### config.mk
export PLATFORM = sky130hd
export DESIGN_NAME = cpu_step_ctrl
export DESIGN_NICKNAME = d
export VERILOG_FILES = /design/src/rtl/cpu_step_ctrl.sv
export SDC_FILE = /design/constraint.sdc
export NUM_CORES = 1
export LEC_CHECK = 0
export CAP_MARGIN = 10
export CORE_MARGIN = 2
export CORE_UTILIZATION = 26
export CTS_BUF_LIST = sky130_fd_sc_hd__clkbuf_4
export CTS_CLUSTER_DIAMETER = 40
export DETAILED_ROUTE_END_ITERATION = 10
export PLACE_DENSITY = 0.51
export SLEW_MARGIN = 40
export SYNTH_ARGS = -nofsm -noshare
export SYNTH_HDL_FRONTEND = slang
export SYNTH_SLANG_ARGS = --single-unit
### constraint.sdc
create_clock -name clk -period 5.7 [get_ports clk]
set_input_delay 1.14 -clock clk [delete_from_list [all_inputs] [get_ports clk]]
set_output_delay 1.14 -clock clk [all_outputs]
set_load 0.02 [all_outputs]
### src/rtl/cpu_step_ctrl.sv
// rtl/cpu_step_ctrl.sv - clock-enable scheduler: stop / divided free-run / single-step
//
// Purpose
//   Generates a registered one-cycle cpu_en strobe that advances the multi-cycle CPU.
//   The CPU stays on clk; only its enable is scheduled here. Three modes:
//     stop        - no strobes
//     free-run    - one strobe every div_r clk cycles (programmable divider)
//     single-step - one strobe per rising edge of the (already debounced) step button
//
// Ports
//   clk        in   1      system clock, all state changes on posedge
//   rst        in   1      asynchronous active-high reset
//   mode       in   2      00 stop, 01 free-run, 10 single-step, 11 stop
//   step_btn   in   1      debounced step button level, synchronous to clk
//   div_load   in   1      load div_val into the divisor register this cycle
//   div_val    in   CNT_W  new divisor (0 is stored as 1)
//   cpu_en     out  1      registered one-cycle advance strobe
//   blink      out  1      heartbeat, toggles on every free-run tick
//   cycle_cnt  out  16     number of strobes issued, wraps FFFF->0000
//   state      out  2/3    FSM state: STOP=0, RUN=1, STEP_ARM=2, STEP_HOLD=3 (BRK=4)
//   brk_en     in   1      (STEP_BRK_EN only) enable cycle-count breakpoint
//   brk_val    in   16     (STEP_BRK_EN only) breakpoint strobe count
//   brk_hit    out  1      (STEP_BRK_EN only) high while parked in BRK
//
// Configuration macro
//   STEP_BRK_EN - adds the cycle-count breakpoint and the BRK state (state widens to 3 bits).

module cpu_step_ctrl #(
  parameter int              CNT_W       = 32,
  parameter logic [CNT_W-1:0] DIV_DEFAULT = CNT_W'(25_000_000)
) (
  input  logic             clk,
  input  logic             rst,
  input  logic [1:0]       mode,
  input  logic             step_btn,
  input  logic             div_load,
  input  logic [CNT_W-1:0] div_val,
`ifdef STEP_BRK_EN
  input  logic             brk_en,
  input  logic [15:0]      brk_val,
  output logic             brk_hit,
  output logic [2:0]       state,
`else
  output logic [1:0]       state,
`endif
  output logic             cpu_en,
  output logic             blink,
  output logic [15:0]      cycle_cnt
);

`ifdef STEP_BRK_EN
  typedef enum logic [2:0] {
    ST_STOP = 3'b000,
    ST_RUN  = 3'b001,
    ST_ARM  = 3'b010,
    ST_HOLD = 3'b011,
    ST_BRK  = 3'b100
  } state_t;
`else
  typedef enum logic [1:0] {
    ST_STOP = 2'b00,
    ST_RUN  = 2'b01,
    ST_ARM  = 2'b10,
    ST_HOLD = 2'b11
  } state_t;
`endif

  localparam logic [1:0] MODE_RUN  = 2'b01;
  localparam logic [1:0] MODE_STEP = 2'b10;

  state_t           state_r;
  state_t           state_n;
  logic [CNT_W-1:0] cnt;
  logic [CNT_W-1:0] div_r;
  logic             btn_q;
  logic             tick;
  logic             step_fire;
  logic             btn_rise;
  logic             div_end;

  assign state    = state_r;
  assign btn_rise = step_btn & ~btn_q;
  // div_r is never 0, so div_r-1 cannot underflow.
  assign div_end  = (cnt == (div_r - CNT_W'(1)));

  // Next-state and event decode. A mode change always wins over a pending
  // tick or step edge; div_load suppresses the event in its cycle. Suppressed
  // events are simply lost.
  always_comb begin
    state_n   = state_r;
    tick      = 1'b0;
    step_fire = 1'b0;
    case (state_r)
      ST_STOP: begin
        if (mode == MODE_RUN)       state_n = ST_RUN;
        else if (mode == MODE_STEP) state_n = ST_ARM;
      end
      ST_RUN: begin
        if (mode == MODE_STEP)     state_n = ST_ARM;
        else if (mode != MODE_RUN) state_n = ST_STOP;
`ifdef STEP_BRK_EN
        // The strobe currently on cpu_en is the one that brings cycle_cnt to
        // brk_val; park after it and drop any tick coinciding with it.
        else if (brk_en && cpu_en && ((cycle_cnt + 16'd1) == brk_val)) state_n = ST_BRK;
`endif
        else if (!div_load && div_end) tick = 1'b1;
      end
      ST_ARM: begin
        if (mode == MODE_RUN)       state_n = ST_RUN;
        else if (mode != MODE_STEP) state_n = ST_STOP;
        else if (!div_load && btn_rise) begin
          step_fire = 1'b1;
          state_n   = ST_HOLD;
        end
      end
      ST_HOLD: begin
        // Wait for release so a held button yields exactly one strobe.
        if (mode == MODE_RUN)       state_n = ST_RUN;
        else if (mode != MODE_STEP) state_n = ST_STOP;
        else if (!step_btn)         state_n = ST_ARM;
      end
`ifdef STEP_BRK_EN
      ST_BRK: begin
        if (mode == MODE_STEP)     state_n = ST_ARM;
        else if (mode != MODE_RUN) state_n = ST_STOP;
      end
`endif
      default: state_n = ST_STOP;
    endcase
  end

  always_ff @(posedge clk or posedge rst) begin
    if (rst) begin
      state_r <= ST_STOP;
    end else begin
      state_r <= state_n;
    end
  end

  // Divider: counts only while staying in RUN; cleared on a tick, on a
  // divisor load, and in every other state.
  always_ff @(posedge clk or posedge rst) begin
    if (rst) begin
      cnt <= '0;
    end else if (div_load) begin
      cnt <= '0;
    end else if ((state_r == ST_RUN) && (state_n == ST_RUN) && !tick) begin
      cnt <= cnt + CNT_W'(1);
    end else begin
      cnt <= '0;
    end
  end

  always_ff @(posedge clk or posedge rst) begin
    if (rst) begin
      div_r <= DIV_DEFAULT;
    end else if (div_load) begin
      div_r <= (div_val == '0) ? CNT_W'(1) : div_val;
    end
  end

  // Edge detector history follows the button in every state so that entering
  // STEP_ARM with the button already down does not fire a stale step.
  always_ff @(posedge clk or posedge rst) begin
    if (rst) begin
      btn_q <= 1'b0;
    end else begin
      btn_q <= step_btn;
    end
  end

  always_ff @(posedge clk or posedge rst) begin
    if (rst) begin
      cpu_en    <= 1'b0;
      blink     <= 1'b0;
      cycle_cnt <= 16'd0;
    end else begin
      cpu_en <= tick | step_fire;
      if (tick) begin
        blink <= ~blink;
      end
      // Counts the strobe present on cpu_en this cycle; wraps naturally.
      if (cpu_en) begin
        cycle_cnt <= cycle_cnt + 16'd1;
      end
    end
  end

`ifdef STEP_BRK_EN
  always_ff @(posedge clk or posedge rst) begin
    if (rst) begin
      brk_hit <= 1'b0;
    end else begin
      brk_hit <= (state_n == ST_BRK);
    end
  end
`endif

endmodule

==> metrics.md, run 1 <==
| Metric | Value |
|---|---|
| Status | `finished, violations left` |
| Failing checks | `DRC` |
| Post-CTS Setup Bufs | `0` |
| Congestion Overflow GR | `0` |
| EDFF count, synth | `0` |
| Max_cap viols | `0` |
| Synthesized Nets | `roughly 500` |
| CP Max Fanout | `34` |
| First-pass GRT wire length | `19400 um` |
| FFs w/ async S/R, synth | `1.00` |
| Seq. cell area | `approximately 2100 um^2` |
| Post-DP HPWL | `8490 um` |
| WP buf/inv | `3` |
| Via count | `3689` |
| DRC | `1` |
| Post-synthesis register bit count | `85` |
| Worst slew margin | `0.505` |
| Clock sink count | `85` |
| Die height | `around 140 um` |
| Worst endpoint required time | `6090 ps` |
| Share of layout cells above drive strength 1 | `0.144` |
| Min-delay worst type | `reg2reg` |
| Initial DRC count | `between 200 and 250` |
| Power share of the combinational group | `0.135` |
| CTS tree | `yes` |
| Syn Inst Count | `approximately 460` |
| GRT Resource Usage Total | `0.124` |
| Syn Area/Cell | `10.4 um^2` |
| Area of the multi-input gates | `between 2000 and 3000 um^2` |
| WP data arrival | `~4300 ps` |
| Hold Fails Final Rpt | `0` |
| Die span in x | `140 um` |
| Std cell rows | `between 40 and 50` |
| Sw power | `roughly 0.00033 W` |
| Worst setup margin | `between 1500 and 2000 ps` |
| Synth-to-Final Area Change | `19.3%` |
| Worst Tran Pin Value | `737 ps` |
| PortBufs | `57` |
| Hold_sp | `blink$_DFFE_PP0P_` |
| Switching share of total power | `0.276` |
| CTS Hold Bufs | `0` |
| Routed Antenna Nets | `0` |
| WL/cell | `15.4 um` |
| Dpl ws | `1370 ps` |
| GPL Wtd Cong | `0.795` |
| Min Tclk post-route | `between 3000 and 4000 ps` |
| Pin count of the biggest net entering global routing | `70` |
| Clock latency at the later pin of the worst-skew pair | `~460 ps` |
| Initial Util | `0.266` |
| IO Pins | `58` |
| Final worst-path cycle share | `0.679` |
| Critical Path Start Type | `input port` |
| Worst Hold Depth | `1` |
| Pwr Density | `between 200 and 250 nW/um^2` |
| Clock root buffer | `clkbuf_4` |
| Worst r2r dst | `blink$_DFFE_PP0P_` |
| Synth unique cells | `53` |
| Synth warnings | `0` |
| Hold_ws | `~500 ps` |
| Critical path class | `in2reg` |
| Setup TNS | `0 ps` |
| Post-synth top area share | `0.379` |
| Worst-path cell chain | `clkdlybuf4s50_1, nand2b_1, or4b_1, buf_4, nor4_1, nand3_1, a2111oi_2, nand4_1, nor4b_4, buf_4, xor2_1` |
| Clock transition at path regs | `approximately 130 ps` |
| Total wire length | `~12000 um` |
| H-Tree Depth | `3` |
| Pre-Repair DR Iteration Count | `10` |
| Endpoints failing setup | `0` |
| Via-to-Cell Ratio | `around 4.9` |
| Syn Std Cell Area | `around 4800 um^2` |
| Unrepaired setup endpoints after global routing | `false` |
| Worst path top cell family by delay | `simple AND/OR/NAND/NOR gates` |
| Largest cells by area after synthesis | `dfrtp_1 (38%), xnor2_1 (8.0%), xor2_1 (7.3%)` |
| Worst reg-to-reg setup slack | `~2100 ps` |
| Crit path top cell by count | `buf_4` |
| Net count, final | `557` |
| Max-slew violation count | `0` |
| Max Freq | `~260 MHz` |
| ANT cells | `0` |
| Clock Path Buffers | `2` |
| Critical Path Max Stage Delay | `around 470 ps` |
| Worst R2R Start | `div_r[0]$_DFFE_PP0P_` |
| Synth area leader | `dfrtp_1` |
| Clock share of power | `0.292` |
| Sequential power share | `0.573` |
| CTS Buf Count | `9` |
| Post_cts resized | `0` |
| Worst VDD drop | `a little over 0.08 mV` |
| Slowest CP cell | `or4b_1` |
| Total chip power | `between 0.001 and 0.0015 W` |
| Pint | `0.000858 W` |
| Core ar. | `between 15000 and 20000 um^2` |
| P_leak | `between 2 and 2.5 nW` |
| Filler Cell Count | `1832` |
| Fin Clk Skew | `17.6 ps` |
| Seq/Total Area, Yosys | `0.445` |
| CP Capture Type | `flip-flop` |
| Main flop type after synthesis | `dfrtp_1` |
| Die area | `~20000 um^2` |
| Initial antenna violation count | `0` |
| Hold endpoint | `blink$_DFFE_PP0P_` |
| Number of global-route vias before repair | `roughly 3700` |
| R2R cell count | `9` |
kinds of logic after synthesis:
| family | after synthesis | share of synthesized area |
|---|---|---|
| multiplexers | 37 | 0.0850 |
| flip-flops | 85 | 0.445 |
| XOR/XNOR | 84 | 0.153 |
| AO/OA/AOI/OAI | 26 | 0.0372 |
| buffers and inverters | 22 | 0.0226 |
| AND/OR/NAND/NOR | 204 | 0.250 |
| adder cells (fa/ha/maj) | 3 | 0.00780 |
per-stage QoR:
| step | util | instances | area, um^2 |
|---|---|---|---|
| 2_1_floorplan | - | 461 | 4810 |
| 6_report | 0.318 | 750 | 5750 |
| 4_1_cts | 0.318 | 750 | 5750 |
| 3_3_place_gp | 0.310 | 734 | 5610 |
| 5_1_grt | 0.318 | 750 | 5750 |
| 3_5_place_dp | 0.311 | 734 | 5620 |
cells in the final DEF, fill, tap and decap left out, types with 19 or more instances in the layout:
cell             netlist  final
nor3_1                45     45
nand3_1               23     23
mux2_2                31     31
nor2_1                24     24
xnor2_1               44     44
nand2_1               24     24
nor4_1                19     19
clkdlybuf4s50_1        0     57
dfrtp_1               73     73
xor2_1                40     40
synth_stat cells (2+ instances only):
master and instances:
a21oi_1 4, and3_1 7, and4_1 4, buf_1 2, buf_6 3, clkbuf_1 11
dfrtp_1 73, dfstp_2 12, ha_1 3, inv_1 5, mux2_2 31, mux2i_1 6
nand2_1 24, nand2b_1 2, nand3_1 23, nand3b_1 3, nand4_1 12, nand4b_1 3
nor2_1 24, nor2b_1 6, nor3_1 45, nor3b_1 4, nor4_1 19, nor4_2 2
nor4b_1 5, o211ai_1 2, o21a_1 2, o21ai_0 10, or2_2 3, or3_1 2
or4_1 5, xnor2_1 44, xor2_1 40
per-layer routing:
metal	global-route usage	routed length, um
met5	0	0
met1	0.164	5440
met4	0.0452	167
met2	0.203	5610
met3	0.0212	326
final cells by class:
type / count / area share
clock buffers: 10 / 0.0131
clock inverters: 6 / 0.00936
inverters: 5 / 0.00348
multi-input cells: 354 / 0.446
flip-flops and latches: 85 / 0.373
well taps: 229 / 0.0499
repair buffers: 61 / 0.105
worst max path at each step:
stage / from / to / slack (ps) / cells past startpoint
2_1_floorplan: div_load / cnt[10]$_DFF_PP0_ / 2030 / 10
3_3_place_gp: mode[1] / blink$_DFFE_PP0P_ / 1460 / 11
3_5_place_dp: mode[1] / blink$_DFFE_PP0P_ / 1370 / 11
4_1_cts: mode[1] / cnt[24]$_DFF_PP0_ / 1860 / 11
5_1_grt: mode[1] / cnt[4]$_DFF_PP0_ / 1660 / 11
6_report: mode[1] / blink$_DFFE_PP0P_ / 1830 / 11
power groups by stage:
| stage | logic [W] | clock network (W) | registers [W] |
|---|---|---|---|
| 2_1_floorplan | 0.000106 | 0 | 0.000677 |
| 3_3_place_gp | 0.000159 | 0 | 0.000689 |
| 3_5_place_dp | 0.000162 | 0 | 0.000690 |
| 4_1_cts | 0.000162 | 0.000364 | 0.000679 |
| 5_1_grt | 0.000176 | 0.000397 | 0.000686 |
| 6_report | 0.000160 | 0.000346 | 0.000679 |
worst reg2reg max path, delay by kind of cell (launching register included):
family / cells / cell delay, ps
xor gates and xnor gates: 2 / 310
and+or+nand+nor: 4 / 1790
AOI/OAI and AO/OA: 2 / 570
buffers and inverters: 1 / 380
DFF: 1 / 450
sequential cells by signal (all words and copies together), names as in the netlist:
signal,count
blink,1
btn_q,1
cnt,32
cpu_en,1
cycle_cnt,16
div_r,32
state,2
(Power assumes the default switching activity.)
==> inputs of run 2 (changes only) <==
--- a/config.mk
+++ b/config.mk
@@ -11,7 +11,7 @@
 export CTS_BUF_LIST = sky130_fd_sc_hd__clkbuf_4
 export CTS_CLUSTER_DIAMETER = 40
 export DETAILED_ROUTE_END_ITERATION = 10
-export PLACE_DENSITY = 0.51
+export PLACE_DENSITY = 0.53
 export SLEW_MARGIN = 40
 export SYNTH_ARGS = -nofsm -noshare
 export SYNTH_HDL_FRONTEND = slang
==> constraint.sdc (replaced) <==
create_clock -name clk -period 3.2 [get_ports clk]
set_input_delay 0.64 -clock clk [delete_from_list [all_inputs] [get_ports clk]]
set_output_delay 0.64 -clock clk [all_outputs]
set_load 0.02 [all_outputs]
==> metrics.md, run 2 (same netlist as run 1, synthesis figures left out) <==
| Metric | Value |
|---|---|
| Endpoints failing setup | `0 (unchanged)` |
| Filler Cell Count | `1821 (was 1832)` |
| Worst-path cell chain | `clkdlybuf4s50_1, nand2b_1, or4b_4, nor4_2, nand3_1, a2111oi_4, nand4_1, nor4b_4, buf_4, buf_12, xor2_1 (was clkdlybuf4s50_1, nand2b_1, or4b_1, buf_4, nor4_1, nand3_1, a2111oi_2, nand4_1, nor4b_4, buf_4, xor2_1)` |
| Min Tclk post-route | `just over 3000 ps` |
| Pint | `0.00149 W (was 0.000858 W)` |
| Max Freq | `roughly 320 MHz` |
| Pin count of the biggest net entering global routing | `86 (was 70)` |
| Share of layout cells above drive strength 1 | `0.211 (was 0.144)` |
| Worst R2R Start | `div_r[4]$_DFFE_PP0P_ (was div_r[0]$_DFFE_PP0P_)` |
| Critical path class | `in2reg (unchanged)` |
| Dpl ws | `-518 ps (was 1370 ps)` |
| ANT cells | `0 (unchanged)` |
| First-pass GRT wire length | `20100 um (was 19400 um)` |
| Clock Path Buffers | `2 (unchanged)` |
| Post-Place Cells | `755 (was 734)` |
| Final worst-path cycle share | `0.970` |
| Critical Path Max Stage Delay | `520 ps (was 470 ps)` |
| CP Max Fanout | `9 (was 34)` |
| Via count | `3835 (was 3689)` |
| Biggest registers after layout | `cnt (32), div_r (32), cycle_cnt (16) (unchanged)` |
| Synth-to-Final Area Change | `26.2% (was 19.3%)` |
| Via-to-Cell Ratio | `4.95 (was 4.92)` |
| Power share of the combinational group | `0.165 (was 0.135)` |
| Hold Fails Final Rpt | `0 (unchanged)` |
| Initial antenna violation count | `0 (unchanged)` |
| Worst VDD drop | `0.137 mV (was 0.0811 mV)` |
| Slowest CP cell | `or4b_4 (was or4b_1)` |
| Placed cell areas | `5800 um^2 (was 5620 um^2)` |
| Sw power | `0.000615 W (was 0.000327 W)` |
| Final std cells w/o fill | `775 (was 750)` |
| Most common cell after layout, fill and taps aside | `dfrtp_1 (unchanged)` |
| Total wire length | `12400 um (was 11500 um)` |
| Std cell rows | `49 (unchanged)` |
| Net count, final | `582 (was 557)` |
| Hold_sp | `cycle_cnt[15]$_DFFE_PP0P_ (was blink$_DFFE_PP0P_)` |
| PortBufs | `57 (unchanged)` |
| Core ar. | `18100 um^2 (unchanged)` |
| Area of the multi-input gates | `2670 um^2 (was 2560 um^2)` |
| Switching share of total power | `0.292 (was 0.276)` |
| GRT Resource Usage Total | `0.128 (was 0.124)` |
| Pre-Repair DR Iteration Count | `9 (was 10)` |
| IO Pins | `58 (unchanged)` |
| Worst Hold Depth | `1 (unchanged)` |
| Post-DP HPWL | `8880 um (was 8490 um)` |
| Pwr Density | `347 nW/um^2 (was 206 nW/um^2)` |
| Clock sink count | `85 (unchanged)` |
| Clock latency at the later pin of the worst-skew pair | `470 ps (was 460 ps)` |
| Routed Antenna Nets | `0 (unchanged)` |
| Worst setup margin | `96.8 ps (was 1830 ps)` |
| Worst r2r dst | `cpu_en$_DFF_PP0_ (was blink$_DFFE_PP0P_)` |
| Worst endpoint required time | `3580 ps (was 6090 ps)` |
| Post-route cell area | `6080 um^2 (was 5750 um^2)` |
| H-Tree Depth | `3 (unchanged)` |
| Initial Util | `0.266 (unchanged)` |
| Final core area utilization | `0.336 (was 0.318)` |
| Congestion Overflow GR | `0 (unchanged)` |
| CTS tree | `yes (unchanged)` |
| CTS Buf Count | `9 (unchanged)` |
| CP Capture Type | `flip-flop (unchanged)` |
| Max_cap viols | `0 (unchanged)` |
| R2R cell count | `11 (was 9)` |
| DRC | `2 (was 1)` |
| Critical Path Start Type | `input port (unchanged)` |
| Sequential power share | `0.568 (was 0.573)` |
| Hold endpoint | `cycle_cnt[15]$_DFFE_PP0P_ (was blink$_DFFE_PP0P_)` |
| Total chip power | `0.00211 W (was 0.00119 W)` |
| Clock transition at path regs | `140 ps (was 130 ps)` |
| Worst reg-to-reg setup slack | `140 ps (was 2140 ps)` |
| Status | `finished, violations left (unchanged)` |
| WL/cell | `16.0 um (was 15.4 um)` |
| Fin Clk Skew | `29.9 ps (was 17.6 ps)` |
| Max-slew violation count | `0 (unchanged)` |
| CTS Hold Bufs | `0 (unchanged)` |
| Die area | `19600 um^2 (unchanged)` |
| Clock root buffer | `clkbuf_4 (unchanged)` |
| Worst slew margin | `0.510 (was 0.505)` |
| Die height | `140 um (unchanged)` |
| Die span in x | `140 um (unchanged)` |
| Worst Tran Pin Value | `729 ps (was 737 ps)` |
| Clock share of power | `0.267 (was 0.292)` |
| Seq. cell area | `2140 um^2 (unchanged)` |
| Number of global-route vias before repair | `3959 (was 3650)` |
| P_leak | `2.33 nW (was 2.15 nW)` |
| Initial DRC count | `172 (was 241)` |
| Failing checks | `DRC (unchanged)` |
| GPL Wtd Cong | `0.793 (was 0.795)` |
| Min-delay worst type | `reg2reg (unchanged)` |
| Most frequent cells in the layout | `dfrtp_1 (73), clkdlybuf4s50_1 (57), xnor2_1 (44) (was dfrtp_1 (73), clkdlybuf4s50_1 (57), nor3_1 (45))` |
| WP data arrival | `3490 ps (was 4260 ps)` |
==> run 2: power groups by stage <==
stage	Clock (W)	Combinational, W	Sequential [W]
after global placement	0	0.000328	0.00121
after CTS	0.000592	0.000340	0.00119
after detailed placement	0	0.000336	0.00121
after global routing	0.000642	0.000382	0.00121
after floorplan	0	0.000189	0.00121
final	0.000563	0.000347	0.00120
==> run 2: layer usage <==
layer,share of wire,track usage,vias up
met5,0,0,-
met4,0.025,0.0590,0
met3,0.031,0.0267,20
met2,0.49,0.213,59
met1,0.45,0.159,1928
li1,-,-,1828
==> run 2: what timing repair did <==
item	4_1_cts	5_1_grt
endpoints found under the hold margin	0	0
pin swaps	0	10
buffers inserted	0	2
cloned	0	2
endpoints found under the setup margin	1	34
gates resized for setup	2	17
==> run 2: how the worst max path moves through the flow <==
stage / from / to / slack (ps) / cells after the start
finish: mode[1] / blink$_DFFE_PP0P_ / 100 / 11
detailed placement: mode[1] / blink$_DFFE_PP0P_ / -520 / 10
global route: div_r[1]$_DFFE_PP0P_ / blink$_DFFE_PP0P_ / -20 / 13
global placement: mode[1] / blink$_DFFE_PP0P_ / -440 / 10
floorplan: div_load / cnt[10]$_DFF_PP0_ / 30 / 10
CTS: mode[1] / blink$_DFFE_PP0P_ / 30 / 10
==> run 2: area by class of cell <==
cell class                 instances  share of cell area
multi-input combinational        354               0.439
sequential                        85               0.352
timing repair buffer              86               0.140
tap                              229              0.0471
clock buffer                      11              0.0136
clock inverter                     5             0.00494
inverter                           5             0.00329
==> run 2: worst max-delay path: cells and delay by family <==
| family | cells | cell delay, ps |
|---|---|---|
| compound gates | 1 | 340 |
| buf+inv | 3 | 740 |
| xor+xnor | 1 | 150 |
| simple gates | 6 | 1630 |
==> run 2: stage by stage <==
| stage | setup TNS (ps) | hold WS, ps |
|---|---|---|
| after floorplan | 0 | 491 |
| after global placement | -14030 | 465 |
| after detailed placement | -16910 | 462 |
| after CTS | 0 | 481 |
| after global routing | -22.3 | 515 |
| final | 0 | 474 |
==> variant (settings of run 2) <==
The parameter `CNT_W` goes from 32 to 40.
--- a/src/rtl/cpu_step_ctrl.sv
+++ b/src/rtl/cpu_step_ctrl.sv
@@ -28,3 +28,3 @@
 module cpu_step_ctrl #(
-  parameter int              CNT_W       = 32,
+  parameter int              CNT_W       = 40,
   parameter logic [CNT_W-1:0] DIV_DEFAULT = CNT_W'(25_000_000)
Interface: changed (resized div_val); port bits go from 58 to 66. The function was not compared with the original's and may differ.
==> variant against run 2 <==
The flow finishes with violations (setup timing); cell area rose by 30%; routed wire length is 41% higher; critical path depth decreased by 3; non-clock buffer count increased by 53; largest power group unchanged; via count increased by 34%; combinational power grew 52%; setup slack lost 0.10 ns; sequential cell count up 16; worst hold slack better by 0.015 ns; synthesized area rose by 29%; total power grew 22%; register-to-register slack worse by 0.14 ns; critical path type is now reg -> reg.
==> variant: results (changes against run 2) <==
stage	metric	value	unit	change
finish	fill cell count	2453		+35%
finish	biggest regs	cnt (40), div_r (40), cycle_cnt (16)		
grt	initial antenna violation count	1		+1
cts	H-tree depth	3		unchanged
yosys	post-synth cell types	58		+9.4%
detailed_routing	1st-pass router iterations	4		-5
timing	Max-slew headroom	54.0	%	+3.0 points
yosys	Area contributors post-synth	dfrtp_1, xnor2_1, mux2_2		
finish	fraction of layout cells with a size suffix above 1	25.3	%	+4.2 points
grt	vias in the first global route	5263		+33%
cts	worst skew pair latency	0.50	ns	+0.03 ns
timing	final worst slack	-0.00401	ns	-0.101 ns
detailed_routing	Total Routed Length	17400	um	+41%
outcome	failing checks	setup timing		
critical_path	CP max FO	7		-2
placement	Port Buffers	65		+14%
grt	global-route wire length before repair	28500	um	+42%
pwr	NetSw	0.798	mW	+30%
pwr	Pleak	2.95	nW	+27%
detailed_routing	drt initial violations	273		+59%
outcome	status	finished with violations		
cts	Worst-path clk slew	0.17	ns	+0.03 ns
grt	largest net degree at the start of global routing	48		-44%
timing	clk_skew	0.0235	ns	-0.00643 ns
yosys	synth warn	0		unchanged
placement	Place WS	-0.211	ns	+0.307 ns
grt	gr usage total	14.8	%	+2.1 points
cts	clock tree root buffer cell	clkbuf_4		
yosys	syn_nets	669		+33%
critical_path	crit path DAT	3.57	ns	+0.08 ns
yosys	Post-synth top cells	dfrtp_1, xnor2_1, xor2_1		
detailed_routing	DR vias/cell	4.85		-2.0%
cts	TritonCTS Buffers	9		unchanged
yosys	sequential share of the synthesized area	41.1	%	-3.4 points
pwr	Peak VDD IR	0.000140	V	+2.3%
placement	dpl hpwl	13500	um	+52%
timing	# setup viols final	3		+3
grt	met3 GRT Util	1.91	%	-0.76 points
grt	M1 GR Usage	20.5	%	+4.6 points
placement	Routability Congestion	0.846		+6.6%
finish	nets@finish	788		+35%
grt	met2 Usage GRT	23.4	%	+2.1 points
variant: cell types whose count changed after synthesis, sizes merged, moves of 10 or more:
cell,change
dfrtp,+16
xnor2,+16
nor4,+15
nand4,+12
clkbuf,+11
nor2,+11
nand2,+10
variant: routing by layer:
| layer | part of all wire, % | wire length, um |
|---|---|---|
| met5 | 0 | 0 |
| met4 | 2.5 | 434 |
| met3 | 3.8 | 659 |
| met2 | 45 | 7850 |
| met1 | 49 | 8470 |
variant: layout make-up:
type,instances,share of cell area (%)
antenna,1,0.0316
clock buffer,9,0.854
clock inverter,6,0.601
inverter,14,0.712
multi-input combinational,474,44.4
sequential,101,32.1
tap,319,5.05
timing repair buffer,139,16.2
variant: power groups by stage:
stage | combinational [mW] | sequential [mW] | clock (mW)
2_1_floorplan | 0.281 | 1.43 | 0
3_3_place_gp | 0.519 | 1.42 | 0
3_5_place_dp | 0.519 | 1.43 | 0
4_1_cts | 0.525 | 1.40 | 0.674
5_1_grt | 0.582 | 1.41 | 0.716
6_report | 0.528 | 1.40 | 0.637
variant: stage by stage:
| stage | cell area, sq um | instances | TNS [ns] |
|---|---|---|---|
| 2_1_floorplan | 6240 | 620 | -1.37 |
| 3_3_place_gp | 7650 | 1040 | -7.25 |
| 3_5_place_dp | 7650 | 1040 | -7.65 |
| 4_1_cts | 7800 | 1056 | -0.0437 |
| 5_1_grt | 7910 | 1063 | -2.47 |
| 6_report | 7910 | 1063 | -0.00930 |
variant: path summary, 6_finish.rpt:
check                           endpoint     startpoint  cells after the start  slack (ns)
hold / removal             cycle_cnt[15]  cycle_cnt[15]                      1        0.49
setup / recovery                 cnt[24]       div_r[9]                      8      -0.004
min in group asynchronous      div_r[15]            rst                      2        0.59
max in group asynchronous       div_r[6]            rst                      3        1.93
hold reg to reg            cycle_cnt[15]  cycle_cnt[15]                      1        0.49
setup reg to reg                 cnt[24]       div_r[9]                      8      -0.004
variant: worst max-delay path: stages, from the launching register on:
cell and delay [ns]:
dfrtp_1 0.43, or4_1 0.58, or4_4 0.60, or4_4 0.50, a211oi_2 0.21, o211a_1 0.18, and4_4 0.34, clkbuf_16 0.19
nor3_4 0.03
variant: cells by family (layout without fill, tap and decap cells):
family / Yosys count / in the layout / synth area share [%]
buffers and inverters: 45 / 168 / 3.72
muxes: 39 / 39 / 7.04
adders and majority gates: 3 / 3 / 0.607
xor gates and xnor gates: 106 / 106 / 15.1
and+or+nand+nor: 264 / 264 / 25.2
DFF: 101 / 101 / 41.1
other: 0 / 1 / 0
AOI/OAI and AO/OA: 62 / 62 / 7.20
variant: timing repair:
item | in CTS | in global routing
hold buffers | 0 | 0
setup buffers | 1 | 5
gates resized for setup | 6 | 9
gates cloned | 0 | 1
pin swaps | 5 | 3
endpoints found under the hold margin | 0 | 0
endpoints found under the setup margin | 37 | 41
